File: src/rtl/present_80.sv
// Iterative PRESENT-80 encryption engine: one round per clock,
// 31 rounds followed by a final whitening step with K32.
module present_80 (
   input  logic        clk,
   input  logic        reset,
   input  logic        load,
   input  logic [63:0] indata,
   input  logic [79:0] key,
   output logic [63:0] outdata,
   output logic        done
);

   localparam logic [5:0] RND_IDLE = 6'd0;
   localparam logic [5:0] RND_LAST = 6'd31;
   localparam logic [5:0] RND_FIN  = 6'd32;

   logic [63:0] state_q, state_d;
   logic [79:0] kreg_q, kreg_d;
   logic [5:0]  rnd_q, rnd_d;
   logic [63:0] outdata_q, outdata_d;
   logic        done_q, done_d;

   logic [63:0] round_key;
   logic [63:0] sub_out;
   logic [63:0] perm_out;
   logic [79:0] kreg_next;
   logic        in_round;

   function automatic logic [3:0] sbox(input logic [3:0] x);
      logic [3:0] y;
      unique case (x)
         4'h0: y = 4'hC;
         4'h1: y = 4'h5;
         4'h2: y = 4'h6;
         4'h3: y = 4'hB;
         4'h4: y = 4'h9;
         4'h5: y = 4'h0;
         4'h6: y = 4'hA;
         4'h7: y = 4'hD;
         4'h8: y = 4'h3;
         4'h9: y = 4'hE;
         4'hA: y = 4'hF;
         4'hB: y = 4'h8;
         4'hC: y = 4'h4;
         4'hD: y = 4'h7;
         4'hE: y = 4'h1;
         4'hF: y = 4'h2;
         default: y = 4'h0;
      endcase
      return y;
   endfunction

   function automatic logic [63:0] s_layer(input logic [63:0] x);
      logic [63:0] y;
      y = '0;
      for (int n = 0; n < 16; n++) begin
         y[4*n +: 4] = sbox(x[4*n +: 4]);
      end
      return y;
   endfunction

   // bit j lands on (16*j) mod 63; bit 63 is a fixed point
   function automatic logic [63:0] p_layer(input logic [63:0] x);
      logic [63:0] y;
      logic [5:0]  dst;
      y = '0;
      for (int j = 0; j < 63; j++) begin
         dst = 6'((16 * j) % 63);
         y[dst] = x[6'(j)];
      end
      y[63] = x[63];
      return y;
   endfunction

   function automatic logic [79:0] key_update(
      input logic [79:0] k,
      input logic [4:0]  rc
   );
      logic [79:0] r;
      r = {k[18:0], k[79:19]};
      r[79:76] = sbox(r[79:76]);
      r[19:15] = r[19:15] ^ rc;
      return r;
   endfunction

   assign round_key = kreg_q[79:16];
   assign sub_out   = s_layer(state_q ^ round_key);
   assign perm_out  = p_layer(sub_out);
   assign kreg_next = key_update(kreg_q, rnd_q[4:0]);
   assign in_round  = (rnd_q != RND_IDLE) && (rnd_q <= RND_LAST);

   always_comb begin
      state_d   = state_q;
      kreg_d    = kreg_q;
      rnd_d     = rnd_q;
      outdata_d = outdata_q;
      done_d    = done_q;
      if (load) begin
         state_d = indata;
         kreg_d  = key;
         rnd_d   = 6'd1;
         done_d  = 1'b0;
      end else if (in_round) begin
         state_d = perm_out;
         kreg_d  = kreg_next;
         rnd_d   = rnd_q + 6'd1;
      end else if (rnd_q == RND_FIN) begin
         outdata_d = state_q ^ round_key;
         done_d    = 1'b1;
         rnd_d     = RND_IDLE;
      end
   end

   always_ff @(posedge clk) begin
      if (reset) begin
         state_q   <= '0;
         kreg_q    <= '0;
         rnd_q     <= RND_IDLE;
         outdata_q <= '0;
         done_q    <= 1'b0;
      end else begin
         state_q   <= state_d;
         kreg_q    <= kreg_d;
         rnd_q     <= rnd_d;
         outdata_q <= outdata_d;
         done_q    <= done_d;
      end
   end

   assign outdata = outdata_q;
   assign done    = done_q;

endmodule

File: config.mk
export PLATFORM = sky130hd
export DESIGN_NAME = present_80
export DESIGN_NICKNAME = d
export VERILOG_FILES = /design/src/rtl/present_80.sv
export SDC_FILE = /design/constraint.sdc
export NUM_CORES = 1
export LEC_CHECK = 0
export ABC_AREA = 1
export BUFFER_PORTS_ARGS = -buffer_cell sky130_fd_sc_hd__clkbuf_2
export CAP_MARGIN = 30
export CORE_ASPECT_RATIO = 1.2
export CORE_MARGIN = 4
export CORE_UTILIZATION = 53
export CTS_CLUSTER_SIZE = 8
export DETAILED_ROUTE_END_ITERATION = 8
export PLACE_DENSITY = 0.77
export SYNTH_ARGS = -nofsm -noshare
export SYNTH_HDL_FRONTEND = slang
export SYNTH_SLANG_ARGS = --single-unit
export TNS_END_PERCENT = 10
File: constraint.sdc
create_clock -name clk -period 4.4 [get_ports clk]
set_clock_uncertainty 0.15 [all_clocks]
set_input_delay 0.44 -clock clk [delete_from_list [all_inputs] [get_ports clk]]
set_output_delay 0.44 -clock clk [all_outputs]
set_load 0.02 [all_outputs]
==> results of run 1 <==
==> per-layer routing <==
metal	global-route usage [%]	wire, um	up-vias
met3	3.49	2490	92
li1	-	-	5334
met4	13.6	1650	0
met1	35.3	13400	5045
met2	46.9	16200	483
met5	0	0	-
==> sequential cells by signal, indices dropped and copies added (netlist names) <==
signal	count
kreg_q	80
rnd_q	6
outdata	64
state_q	64
kreg_next	4
done	1
==> power by group through the flow <==
stage | Sequential [mW] | Clock, mW | Combinational, mW
after floorplan | 2.19 | 0 | 0.611
after global placement | 2.22 | 0 | 0.821
after detailed placement | 2.22 | 0 | 0.840
after CTS | 2.18 | 2.04 | 0.860
after global routing | 2.19 | 2.14 | 0.973
final | 2.18 | 2.04 | 0.870
==> stage by stage <==
step | worst slack [ns] | hold WS [ns] | std cells
3_3_place_gp | 1.32 | 0.301 | 1922
4_1_cts | 1.44 | 0.000305 | 1974
2_1_floorplan | 2.22 | 0.292 | 1523
3_5_place_dp | 1.27 | 0.305 | 1922
6_report | 1.36 | 0.000804 | 1976
5_1_grt | 1.20 | 0.000215 | 1976
==> Yosys cell counts (29+ instances only) <==
cell      instances  area (um^2)
nor2_1           66          248
ha_1             49          613
inv_1           122          458
xnor2_1          29          254
nand3_1          65          325
a22oi_1          35          263
clkbuf_1         39          146
dfxtp_1         219         4380
a31oi_1          47          294
nand2_1         459         1720
o21ai_0          79          395
a21oi_1         166          831
==> kinds of logic after synthesis <==
| family | after synthesis |
|---|---|
| and+or+nand+nor | 631 |
| xor gates and xnor gates | 50 |
| adders and majority gates | 49 |
| DFF | 219 |
| AOI/OAI and AO/OA | 362 |
| buffers and inverters | 212 |
==> worst max-delay path: stages, from the launching register on <==
cell and delay (ns):
dfxtp_1 0.35, inv_1 0.09, ha_1 0.14, inv_1 0.03, nor2_1 0.15, nand2_4 0.10, nand2_8 0.27, nand2_4 0.29
inv_4 0.65, buf_12 0.29, nand2_1 0.08, nand2_1 0.06, inv_1 0.05, a21oi_1 0.13
==> path summary, 6_finish.rpt <==
path | startpoint | end | depth (start not counted)
setup / recovery | rnd_q[0] | state_q[33] | 13
hold / removal | indata[42] | state_q[42] | 3
setup reg to reg | rnd_q[0] | state_q[33] | 13
hold reg to reg | kreg_next[79] | kreg_q[79] | 2
==> cells in the final DEF, fill, tap and decap left out, types with 2 or more instances in the layout <==
| master | n |
|---|---|
| dfxtp_1 | 219 |
| xnor2_1 | 29 |
| inv_2 | 3 |
| ha_1 | 49 |
| or2_2 | 24 |
| buf_4 | 9 |
| nand2_2 | 6 |
| nand2_4 | 2 |
| a22oi_1 | 35 |
| a311oi_1 | 3 |
| o21ai_0 | 79 |
| nand3_1 | 65 |
| o211ai_1 | 28 |
| a31oi_1 | 47 |
| clkbuf_2 | 209 |
| a21oi_1 | 166 |
| clkbuf_16 | 31 |
| nor2_1 | 66 |
| nand2_1 | 459 |
| nor2_4 | 2 |
| buf_12 | 2 |
| nor2_2 | 2 |
| xor2_1 | 21 |
| inv_1 | 122 |
| nand4_1 | 2 |
| dlygate4sd3_1 | 20 |
==> cell type report <==
type	count	area, um^2	area share (%)
Antenna cell	1	2.50	0.0192
Clock buffer	31	776	5.96
Clock inverter	2	16.3	0.125
Inverter	126	475	3.65
Multi-Input combinational cell	1092	5690	43.7
Sequential cell	219	4380	33.7
Tap cell	265	332	2.55
Timing Repair Buffer	240	1350	10.4
==> run_results.csv, run 1 <==
group,metric,value,unit
outcome,status,"finished, final reports clean",
grt,grt_pass1_vias,10500,
timing,period_minus_slack,3.04,ns
logic_synthesis,yosys_warnings,0,
setup_path,cp-start-kind,"flop",
timing,rsz0062_at_grt,"false",
cts,cts.sinks,219,
cts,cts_root_buf,"clkbuf_16",
logic_synthesis,synth-xor-area-share,3.98,%
logic_synthesis,synth_top_family_by_area,"simple AND/OR/NAND/NOR gates",
flow_run,max-cap-violations,0,
detailed_routing,drc,0,
logic_synthesis,synth-compound-area-share,18.6,%
timing,max_slew_margin,30.3,%
place,gp_congestion,0.929,
grt,grt_max_degree,107,
timing,hold_viol_final,0,
timing,setup_violations,0,
grt,track_usage,27.9,%
logic_synthesis,ys_ff_latch,219,
logic_synthesis,syn_nets,1719,
power,p_seq_share,42.9,%
finish,utilization,64.1,%
cts,htreeDepth,1,
cts,ctsResizeCount,0,
finish,area_growth,18.5,%
logic_synthesis,yosysSeqAreaShare,39.9,%
timing,worst_pin_slew,1.05,ns
power,p_per_area,391,mW/mm^2
logic_synthesis,synthArstFlopShare,0,%
timing,min_period_over_period,69.0,%
finish,fillCellCount,1809,
timing,fmax,0.329,GHz
timing,slew_violations,0,
power,p_int,3.63,mW
logic_synthesis,synthMuxAreaShare,0,%
detailed_routing,vias_per_cell,5.54,
floorplanning,die_w,139,um
detailed_routing,via_count,11000,
cts,hold_buffers,19,
place,hpwl,23.8,mm
timing,final.setup.tns,0,ns
floorplanning,core-area,0.0203,mm^2
detailed_routing,wirelength,33.8,mm
place,portBuffers,211,
floorplanning,rows,57,
logic_synthesis,netlist_instances,1523,
cts,clock_latency,0.54,ns
cts,cts-buffers-inserted,31,
logic_synthesis,synth-adder-area-share,5.58,%
grt,antenna_found_initial,1,
floorplanning,die_area,0.0231,mm^2
floorplanning,die_h,166,um
floorplanning,ios,212,
finish,final_nets,1906,
setup_path,crit_required,4.71,ns
logic_synthesis,syn_area,0.0110,mm^2
grt,grt_pass1_wl,53.2,mm
power,netSwitchingFraction,28.7,%
place,dpl_cell_area,0.0120,mm^2
detailed_routing,drt-pass1-iter-count,5,
power,power.share.combinational,17.1,%
grt,overflow,0,
power,leakage,5.83,nW
setup_path,worst_setup_path_end_kind,"flop",
logic_synthesis,synth-edff-count,0,
power,finalPower,5.09,mW
detailed_routing,first_iter_violations,966,
logic_synthesis,syn_avg_cell_area,7.22,um^2
cts,cts_tree,"yes",
cts,path_clk_slew,0.05,ns
detailed_routing,wire_per_inst,17.1,um
power,max-vdd-ir-drop,0.307,mV
setup_path,worst_ep_arrival_time,3.35,ns
setup_path,reg2reg_slack,1.36,ns
setup_path,critPathMaxFanout,65,
setup_path,criticalPathCategory,"flop to flop",
cts,post_cts_buffers,0,
cts,cts_buffer_depth,3,
floorplanning,initial_utilization,54.1,%
min_path,hold_path.class,"input port to flop",
power,p_sw,1.46,mW
power,p_clk_share,40.0,%
detailed_routing,drtAntennaViolNets,0,
finish,finish.instance_area,0.0130,mm^2
finish,drive_gt1_share,17.2,%
logic_synthesis,yosys.area_share.simple,23.5,%
logic_synthesis,synth_ff_type,"dfxtp_1",
logic_synthesis,yosysUniqueCellTypes,34,
No activity file was read; power rests on OpenSTA's default activity.
==> run 2: changes to the inputs <==
--- a/config.mk
+++ b/config.mk
@@ -10,10 +10,10 @@
 export CAP_MARGIN = 30
 export CORE_ASPECT_RATIO = 1.2
 export CORE_MARGIN = 4
-export CORE_UTILIZATION = 53
+export CORE_UTILIZATION = 50
 export CTS_CLUSTER_SIZE = 8
 export DETAILED_ROUTE_END_ITERATION = 8
-export PLACE_DENSITY = 0.77
+export PLACE_DENSITY = 0.76
 export SYNTH_ARGS = -nofsm -noshare
 export SYNTH_HDL_FRONTEND = slang
 export SYNTH_SLANG_ARGS = --single-unit
==> constraint.sdc (replaced) <==
create_clock -name clk -period 2.7 [get_ports clk]
set_clock_uncertainty 0.15 [all_clocks]
set_input_delay 0.27 -clock clk [delete_from_list [all_inputs] [get_ports clk]]
set_output_delay 0.27 -clock clk [all_outputs]
set_load 0.02 [all_outputs]
==> run 2 against run 1 <==
Net effect: critical path depth up 2; first-iteration DRC count increased by 24%; count of clock-buffer cells in the layout is the same; via count increased by 6.8%; maximum frequency grew 21%; total power grew 69%; worst setup slack got worse by 1.2 ns; die area grew 5.7%; sequential cell count unchanged; global-route usage increased by 2.4 points; critical endpoint is now kreg_next[76].
==> run_results.csv, run 2 (synthesis gave the netlist of run 1 again) <==
group,metric,value,unit
finish,fillCellCount,1707,
timing,rsz0062_at_grt,"false",
place,dpl_cell_area,0.0122,mm^2
cts,cts_tree,"yes",
cts,clock_latency,0.55,ns
setup_path,crit_required,2.99,ns
detailed_routing,drc,0,
cts,path_clk_slew,0.05,ns
timing,fmax,0.400,GHz
setup_path,criticalPathCategory,"flop to flop",
timing,hold_viol_final,0,
cts,cts_root_buf,"clkbuf_16",
floorplanning,die_h,170,um
setup_path,cp_cell_sequence,"inv_1 > ha_1 > inv_1 > nor2_1 > nand2_4 > nand2_8 > nand2_8 > nand2_1 > nand2_1 > nand2_1 > ha_1 > a21boi_0 > nor2_1 > nand2_1 > nand2_1",
cts,cts-buffers-inserted,31,
finish,largest_reg_flops,80,
floorplanning,initial_utilization,50.8,%
power,leakage,6.45,nW
detailed_routing,vias_per_cell,5.50,
floorplanning,core-area,0.0216,mm^2
timing,setup_ws,0.197,ns
detailed_routing,wirelength,38.1,mm
place,gp_congestion,0.926,
setup_path,critical_path.top_delay_family,"simple AND/OR/NAND/NOR gates",
timing,min_period_over_period,92.7,%
finish,top_register,"kreg_q",
detailed_routing,wire_per_inst,17.9,um
flow_run,max-cap-violations,0,
grt,grt_pass1_vias,11300,
power,netSwitchingFraction,29.0,%
cts,cts.sinks,219,
min_path,hold_path.class,"input port to flop",
outcome,status,"finished, final reports clean",
place,dp_slack,0.137,ns
detailed_routing,via_count,11700,
timing,period_minus_slack,2.50,ns
setup_path,critPathMaxFanout,27,
cts,cts_buffer_depth,3,
power,max-vdd-ir-drop,0.526,mV
timing,max_slew_margin,43.7,%
setup_path,cpMaxStageDelayCell,"dfxtp_1",
power,p_clk_share,39.3,%
floorplanning,rows,59,
timing,slew_violations,0,
floorplanning,ios,212,
power,p_per_area,593,mW/mm^2
detailed_routing,first_iter_violations,1196,
finish,finish.instance_area,0.0145,mm^2
finish,area_growth,31.6,%
timing,setup_violations,0,
grt,overflow,0,
floorplanning,die_area,0.0244,mm^2
grt,grt_pass1_wl,58.7,mm
timing,final.setup.tns,0,ns
setup_path,worst_setup_path_end_kind,"flop",
setup_path,cp-start-kind,"flop",
place,portBuffers,211,
grt,track_usage,30.3,%
timing,worst_pin_slew,0.845,ns
power,p_int,6.09,mW
finish,drive_gt1_share,17.1,%
place,hpwl,24.6,mm
grt,grt_max_degree,172,
finish,utilization,66.9,%
power,p_seq_share,41.5,%
power,power.share.combinational,19.1,%
power,p_sw,2.48,mW
setup_path,cpPeakStageDelay,0.42,ns
finish,mostFrequentLayoutCell,"nand2_1",
detailed_routing,drtAntennaViolNets,0,
floorplanning,die_w,143,um
setup_path,path_common_cell,"nand2_1",
setup_path,worst_ep_arrival_time,2.79,ns
finish,final_nets,2048,
finish,layout_common_cells,"459 x nand2_1, 219 x dfxtp_1, 209 x clkbuf_2",
setup_path,crit_buf_inv,2,
cts,htreeDepth,1,
detailed_routing,drt-pass1-iter-count,6,
grt,antenna_found_initial,1,
run 2: worst paths after layout:
path / from / end / slack, ns / cells after the start
worst min-delay path: indata[2] / state_q[2] / 0.06 / 5
worst max-delay path: rnd_q[0] / kreg_next[76] / 0.20 / 15
worst min register to register: kreg_next[79] / kreg_q[79] / 0.31 / 2
worst max register to register: rnd_q[0] / kreg_next[76] / 0.20 / 15
run 2: power groups by stage:
| stage | Clock, mW | Sequential, mW | Combinational [mW] |
|---|---|---|---|
| after CTS | 3.40 | 3.56 | 1.59 |
| after floorplan | 0 | 3.56 | 0.996 |
| after detailed placement | 0 | 3.62 | 1.42 |
| final | 3.37 | 3.56 | 1.64 |
| after global routing | 3.53 | 3.58 | 1.81 |
| after global placement | 0 | 3.62 | 1.39 |
run 2: worst min-delay path, stage by stage:
cell and delay (ns):
clkbuf_2 0.08, nand2_1 0.08, o21ai_0 0.14, inv_1 0.09, a21oi_1 0.06
run 2: metrics by stage:
stage / std cells / total power, mW / hold slack, ns
after floorplan: 1523 / 4.56 / 0.269
final: 2128 / 8.58 / 0.0582
after detailed placement: 1949 / 5.05 / 0.306
after global placement: 1949 / 5.00 / 0.303
after global routing: 2127 / 8.91 / 0.0846
after CTS: 2122 / 8.55 / 0.0322
run 2: area by class of cell:
cell class	count	area, um^2	share of cell area (%)
multi-input combinational	1092	5690	39.4
inverter	126	475	3.29
clock buffer	31	776	5.36
clock inverter	2	27.5	0.190
tap	274	343	2.37
sequential	219	4380	30.3
timing repair buffer	382	2760	19.1
antenna	2	5.00	0.0346
run 2: what timing repair did:
action / CTS / global route
endpoints found under the setup margin: 0 / 1
hold buffers: 140 / 0
setup buffers: 0 / 4
gates resized for setup: 0 / 1
endpoints found under the hold margin: 140 / 0
run 2: metal layers:
metal  GRT usage (%)  share of wire, %  up-vias
met2            53.2                50      607
li1                -                 -     5624
met5               0                 0        -
met3            3.96               7.9      136
met1            36.4                37     5333
met4            14.5               5.3        0
